<file path="config.mk">
export PLATFORM = sky130hd
export DESIGN_NAME = mdu_div_ctrl
export DESIGN_NICKNAME = d
export VERILOG_FILES = /design/src/rtl/mdu_div_ctrl.sv
export SDC_FILE = /design/constraint.sdc
export NUM_CORES = 1
export LEC_CHECK = 0
export CORE_MARGIN = 2
export CORE_UTILIZATION = 45
export CTS_BUF_LIST = sky130_fd_sc_hd__clkbuf_16
export CTS_CLUSTER_SIZE = 10
export DETAILED_ROUTE_END_ITERATION = 8
export DONT_BUFFER_PORTS = 1
export SYNTH_ARGS = -nofsm -noshare
export SYNTH_HDL_FRONTEND = slang
export SYNTH_SLANG_ARGS = --single-unit
</file>
<file path="constraint.sdc">
create_clock -name clock -period 2.16 [get_ports clock]
set_clock_uncertainty 0.1 [all_clocks]
set_input_delay 0.324 -clock clock [delete_from_list [all_inputs] [get_ports clock]]
set_output_delay 0.324 -clock clock [all_outputs]
set_load 0.01 [all_outputs]
</file>
<file path="src/rtl/mdu_div_ctrl.sv">
// HI/LO divide controller: sequences an external divider core,
// handles MTHI/MTLO, divide-by-zero bypass and a watchdog abort.
module mdu_div_ctrl #(
    parameter int TIMEOUT = 40
) (
    input  logic        clock,
    input  logic        reset,
    input  logic        op_valid,
    input  logic [1:0]  op,
    input  logic [31:0] rs_val,
    input  logic [31:0] rt_val,
    output logic        op_ready,
    output logic        stall,
    output logic [31:0] hi,
    output logic [31:0] lo,
    output logic        result_valid,
    output logic        timeout_err,
    output logic        div_start,
    output logic        div_signed,
    output logic [31:0] div_dividend,
    output logic [31:0] div_divisor,
    input  logic        div_busy,
    input  logic        div_done,
    input  logic [31:0] div_q,
    input  logic [31:0] div_r
);

    typedef enum logic [1:0] {
        S_IDLE,
        S_ISSUE,
        S_WAIT
    } state_t;

    localparam logic [5:0] LP_LAST = 6'(TIMEOUT - 1);

    state_t      r_state;
    logic [5:0]  r_cnt;
    logic [31:0] r_hi;
    logic [31:0] r_lo;
    logic [31:0] r_dvd;
    logic [31:0] r_dvs;
    logic        r_signed;
    logic        r_start;
    logic        r_rv;
    logic        r_to;
    logic        w_idle;
    logic        w_is_div;
    logic        w_unused;

    // Core busy is observed only for debug; it never steers the FSM.
    assign w_unused = div_busy;

    assign w_idle   = (r_state == S_IDLE);
    assign w_is_div = ~op[1];

    assign op_ready     = w_idle;
    assign stall        = ~w_idle | (op_valid & w_is_div & w_idle);
    assign hi           = r_hi;
    assign lo           = r_lo;
    assign result_valid = r_rv;
    assign timeout_err  = r_to;
    assign div_start    = r_start;
    assign div_signed   = r_signed;
    assign div_dividend = r_dvd;
    assign div_divisor  = r_dvs;

    always_ff @(posedge clock) begin
        if (reset) begin
            r_state  <= S_IDLE;
            r_cnt    <= '0;
            r_hi     <= '0;
            r_lo     <= '0;
            r_dvd    <= '0;
            r_dvs    <= '0;
            r_signed <= 1'b0;
            r_start  <= 1'b0;
            r_rv     <= 1'b0;
            r_to     <= 1'b0;
        end else begin
            r_start <= 1'b0;
            r_rv    <= 1'b0;
            r_to    <= 1'b0;
            unique case (r_state)
                S_IDLE: begin
                    if (op_valid) begin
                        if (op == 2'b10) begin
                            r_hi <= rs_val;
                        end else if (op == 2'b11) begin
                            r_lo <= rs_val;
                        end else if (rt_val == '0) begin
                            // Divide by zero retires at once, HI/LO untouched.
                            r_rv <= 1'b1;
                        end else begin
                            r_dvd    <= rs_val;
                            r_dvs    <= rt_val;
                            r_signed <= ~op[0];
                            r_start  <= 1'b1;
                            r_state  <= S_ISSUE;
                        end
                    end
                end
                S_ISSUE: begin
                    r_cnt   <= '0;
                    r_state <= S_WAIT;
                end
                S_WAIT: begin
                    // A done in the final watchdog cycle still wins.
                    if (div_done) begin
                        r_lo    <= div_q;
                        r_hi    <= div_r;
                        r_rv    <= 1'b1;
                        r_state <= S_IDLE;
                    end else if (r_cnt == LP_LAST) begin
                        r_to    <= 1'b1;
                        r_state <= S_IDLE;
                    end else begin
                        r_cnt <= r_cnt + 6'd1;
                    end
                end
                default: r_state <= S_IDLE;
            endcase
        end
    end

endmodule

</file>
# Yosys cells after proc, flatten, opt, wreduce, memory -nomap -nowiden
# Cells that the tools add are included.
classes:
  n_mux: 27
  n_addsub: 1
  bitwise: 11
  n_reduce_logical: 11
  n_eq_ne: 15
op_table:
  columns: ["cell", "count"]
  rows:
  - ["$mux 32", 7]
  - ["$pmux 32 s2", 2]
  - ["$logic_not 32->1", 1]
  - ["$reduce_and 5->1", 3]
  - ["$ne 2x2->1 const B", 7]
  - ["$mux 2", 6]
  - ["$mux 6", 2]
  - ["$pmux 6 s2", 1]
  - ["$not 1->1", 8]
  - ["$mux 1", 7]
  - ["$add 6x1->6 const B", 1]
  - ["$eq 2x2->1 const B", 3]
  - ["$eq 6x6->1 const B", 1]
  - ["$pmux 2 s3", 1]
  - ["$reduce_or 5->1", 1]
  - ["$ne 2x1->1 const B", 2]
  - ["$reduce_and 4->1", 1]
  - ["$reduce_bool 2->1", 2]
  - ["$ne 3x3->1 const B", 1]
  - ["$reduce_and 3->1", 1]
  - ["$reduce_or 3->1", 1]
  - ["$and 1x1->1", 2]
  - ["$eq 2x1->1 const B", 1]
  - ["$logic_not 2->1", 1]
  - ["2 further kinds", 2]
word_totals:
  input_bits: 135
  ff_bits: 140
  elab_cells: 75
  out_inout_bits: 134

# Longest topological paths before layout
# Gate-level depths: netlist of the first run.
depth:
  ltp_word: 6
  ltp_mapped: 6
  depth_no_buf: 5

# Worst setup path after synthesis of the first run
# Ideal clock, no wire load.
synth_timing:
  path_kind: "reg2reg"
  start: "reg r_state[0]"
  end: "reg r_signed, in the netlist div_signed"
  path_slack_ns: 0.496
  setup_time_ns: 0.121
  path_stages_with_launch: 6
  synth_period_minus_slack_ns: 1.664
  required_ns: 1.939
  arrival_ns: 1.443
  path_buffers: 2
  path_cell_list: "dfxtp_1 -> buf_4 -> nor4_2 -> a21boi_2 -> buf_6 -> mux2_2"
synth_via:
  elab_chain_len: 2
synth_rtl:
  columns: ["element", "line", "text"]
  rows:
  - ["start, declared", "36", "state_t r_state;"]
  - ["start signal, assigned", "69", "r_state <= S_IDLE;"]
  - ["start signal, assigned", "98", "r_state <= S_ISSUE;"]
  - ["start signal, assigned", "104", "r_state <= S_WAIT;"]
  - ["$logic_not 2->1", "83", "unique case (r_state)"]
  - ["$reduce_and 5->1 (no line)", null, null]
  - ["end signal, assigned", "96", "r_signed <= ~op[0];"]
  - ["end, declared", "42", "logic r_signed;"]
# No other way between the ends.
# A chain may end at the register's enable or synchronous reset.

# Worst setup path in the final report of the first run
layout_timing:
  start: "reg r_cnt[3]"
  end: "reg r_cnt[1]"
layout_via:
  elab_chain_len: 3
layout_rtl:
  columns: ["element", "line", "text"]
  rows:
  - ["start, declared", "37", "logic [5:0] r_cnt;"]
  - ["start signal, assigned", "117", "r_cnt <= r_cnt + 6'd1;"]
  - ["$eq 6x6->1", "113", "end else if (r_cnt == LP_LAST) begin"]
  - ["$ne 2x2->1 (no line)", null, null]
  - ["$reduce_and 3->1 (no line)", null, null]
# No other way between the ends.

==> reports/qor.json, run 1 <==
{
  "critical_path.slowest_cell": "sky130_fd_sc_hd__dlygate4sd3_1",
  "first_pass_iters": 4,
  "syn_area_um2": 6206,
  "avgViaCountPerCell": 5.539,
  "die_span_y_um": 121.4,
  "wl_per_cell_um": 19.63,
  "final_period_minus_worst_setup_slack_ps": 1997,
  "synth.area.top_cells": "sky130_fd_sc_hd__dfxtp_1, sky130_fd_sc_hd__nand2b_1, sky130_fd_sc_hd__mux2i_1, sky130_fd_sc_hd__a211oi_1, sky130_fd_sc_hd__a21oi_1",
  "synth_edf_count": 0,
  "htree_num_levels": 4,
  "run_status": "complete, no violations",
  "detail-route-antenna-nets": 0,
  "port_buffers": 0,
  "flops_latches_synth": 140,
  "area_growth_pct": 29.48,
  "max_cap_viol_count": 0,
  "max_freq_mhz": 500.7,
  "finalWirelength_mm": 18.75,
  "cts.sink_count": 140,
  "synth_nets": 811,
  "finalSetupViolations": 0,
  "drc_errors": 0,
  "placedInstanceArea_um2": 6307,
  "via_count_of_the_first_global_routing_pass": 5562,
  "cts.clk_slew.worst_paths_ps": 60,
  "worst-path-buf-inv": 1,
  "core_area_um2": 13350,
  "critical_path.startpoint_type": "flop",
  "cts_buffers": 17,
  "finish.instance_area_um2": 8035,
  "synth_area_per_cell_um2": 9.194,
  "timing.critical_path.to_type": "flop",
  "insertion_delay_ps": 420,
  "postSynthCellCount": 675,
  "largest_net_degree_at_the_start_of_global_routing": 105,
  "unrepaired_setup_endpoints_after_global_routing": "no",
  "detailroute.via_count": 5290,
  "critical_path_class": "reg2reg",
  "grt_usage_pct": 25.26,
  "place_hpwl_mm": 10.85,
  "final_layout_size_suffix_gt1_share_pct": 6.804,
  "number_of_slew_limit_violations_in_the_final_report": 0,
  "tightestPinTransition_ps": 1165,
  "cp.arrival_ps": 2200,
  "gpl_wtd_cong": 0.7682,
  "design.die.area_um2": 14750,
  "global_route_wire_length_before_repair_mm": 28.59,
  "tns_ps": 0,
  "yosysWarnings": 0,
  "synth.top_cell.area_share_pct": 45.16,
  "grt_antenna_before_repair": 0,
  "floorplan.die.width_um": 121.4,
  "cp_top_family": "buffers and inverters",
  "max_slew_margin_pct": 22.09,
  "ys_top_cells_by_count": "sky130_fd_sc_hd__dfxtp_1, sky130_fd_sc_hd__nand2b_1, sky130_fd_sc_hd__nor2_1, sky130_fd_sc_hd__a21oi_1",
  "final.period_utilization_pct": 92.47,
  "seq_area_frac_synth_pct": 45.16,
  "cts-root-to-sink-buffers": 2,
  "clk_root_buffer_cell": "sky130_fd_sc_hd__clkbuf_16",
  "start_util_pct": 46.49,
  "count_of_unique_library_cells_instantiated_by_yosys": 38,
  "report.final.hold_viol_count": 0,
  "crit_path_max_incr_delay_ps": 560,
  "min-delay-path-class": "in2reg",
  "post-synth-top-area-cell": "sky130_fd_sc_hd__dfxtp_1",
  "timing.critical_path.cells": "nor3b_2 -> a31oi_1 -> a31oi_1 -> o32ai_1 -> dlygate4sd3_1",
  "worstPathMaxFanout": 5,
  "p_leak_nw": 2.823,
  "finish.utilization_pct": 60.20,
  "floorplan.rows": 42,
  "max-vdd-ir-drop_uv": 491.7,
  "global_route.overflow_total": 0,
  "worst-endpoint-required_ps": 2360,
  "yosysMostFrequentCell": "sky130_fd_sc_hd__dfxtp_1",
  "most_used_flip_flop_cell_after_synthesis": "sky130_fd_sc_hd__dfxtp_1",
  "critPathMostFrequentCell": "sky130_fd_sc_hd__a31oi_1",
  "drt_iter0_markers": 250,
  "synth-async-reset-ratio_pct": 0,
  "power_per_cell_area_nw_per_um2": 798.0,
  "tritoncts": "yes",
  "layout.nets": 902,
  "top_level_ports": 269,
  "insertedDiodeCount": 0
}
-- per-stage QoR --
step                cells  total power, mW  hold slack (ps)  setup WS, ps
floorplan             675            3.386            300.6         496.1
global placement      808            3.449            305.5         315.1
detailed placement    808            3.469            306.6         233.4
CTS                   953            6.448           0.9535         19.65
global route          955            6.653            13.40         67.59
finish                955            6.412            16.79         162.6
-- repair_timing --
item,in CTS,in global routing
hold endpoints to repair,135,0
hold buffers,113,0
resized for setup,0,2
buffers inserted,0,2
endpoints found under the setup margin,0,4
-- flip-flops by register name, indices dropped and copies added, names as in the netlist --
| name | count |
|---|---|
| lo | 32 |
| div_divisor | 32 |
| r_cnt | 6 |
| div_signed | 1 |
| div_start | 1 |
| hi | 32 |
| result_valid | 1 |
| timeout_err | 1 |
| div_dividend | 32 |
| r_state | 2 |
-- power by group --
| group | switching [mW] | internal [mW] |
|---|---|---|
| Clock | 1.11 | 1.67 |
| Combinational | 0.338 | 0.379 |
| Sequential | 0.183 | 2.73 |
-- metal layers --
metal	global-route usage [%]	up-vias	part of all wire, %	routed length (um)
li1	-	2514	-	-
met1	27.71	2518	39	7243
met2	43.93	220	50	9395
met3	9.445	38	8.4	1579
met4	10.20	0	2.8	529
met5	0	-	0	0
-- final timing paths --
kind	slack (ps)	startpoint	endpoint	depth (start not counted)
min reg2reg	420	div_dividend[10]	div_dividend[10]	2
max reg2reg	160	r_cnt[3]	r_cnt[1]	5
max	160	r_cnt[3]	r_cnt[1]	5
min	20	reset	div_divisor[20]	2
-- worst reg2reg max path: stages (launching register included) --
cell                            delay (ps)
sky130_fd_sc_hd__dfxtp_1               360
sky130_fd_sc_hd__nor3b_2               340
sky130_fd_sc_hd__a31oi_1               200
sky130_fd_sc_hd__a31oi_1               220
sky130_fd_sc_hd__o32ai_1               110
sky130_fd_sc_hd__dlygate4sd3_1         560
-- final cells by class --
class | count | area, um^2
Fill cell | 1126 | 5313
Tap cell | 176 | 220.2
Clock buffer | 17 | 425.4
Clock inverter | 15 | 132.6
Timing Repair Buffer | 125 | 1289
Sequential cell | 140 | 2804
Multi-Input combinational cell | 480 | 3157
Inverter | 2 | 7.507
-- placed cells by master, fill, tap and decap left out, drive strengths merged, types with 2 or more instances in the layout --
cell type / netlist / layout
dfxtp: 140 / 140
nand2b: 129 / 129
dlygate4sd3: 0 / 112
nor2: 72 / 72
a21oi: 69 / 69
a211oi: 64 / 64
mux2i: 64 / 64
and2: 32 / 32
clkbuf: 33 / 17
buf: 20 / 13
nor4: 10 / 10
nor2b: 8 / 8
clkinv: 0 / 8
clkinvlp: 0 / 4
nand2: 4 / 4
inv: 2 / 3
o21ai: 2 / 2
and4: 2 / 2
or2: 2 / 2
a31oi: 2 / 2
o32ai: 2 / 2
o2111ai: 2 / 2
xor2: 2 / 2
bufinv: 0 / 2
nor3b: 2 / 2
-- logic make-up after synthesis --
group           share of synthesized area (%)
simple gates                            24.11
flops                                   45.16
compound gates                          15.30
xor+xnor                               0.4235
buf+inv                                 4.294
fa+ha+maj                              0.2016
mux                                     10.50
(Power assumes the default switching activity.)
==> inputs of run 2 (changes only) <==
CTS_CLUSTER_SIZE = unset   (was 10)
==> results of run 2 <==
Same layout as run 1: the final DEF is identical, and so are final timing and power.
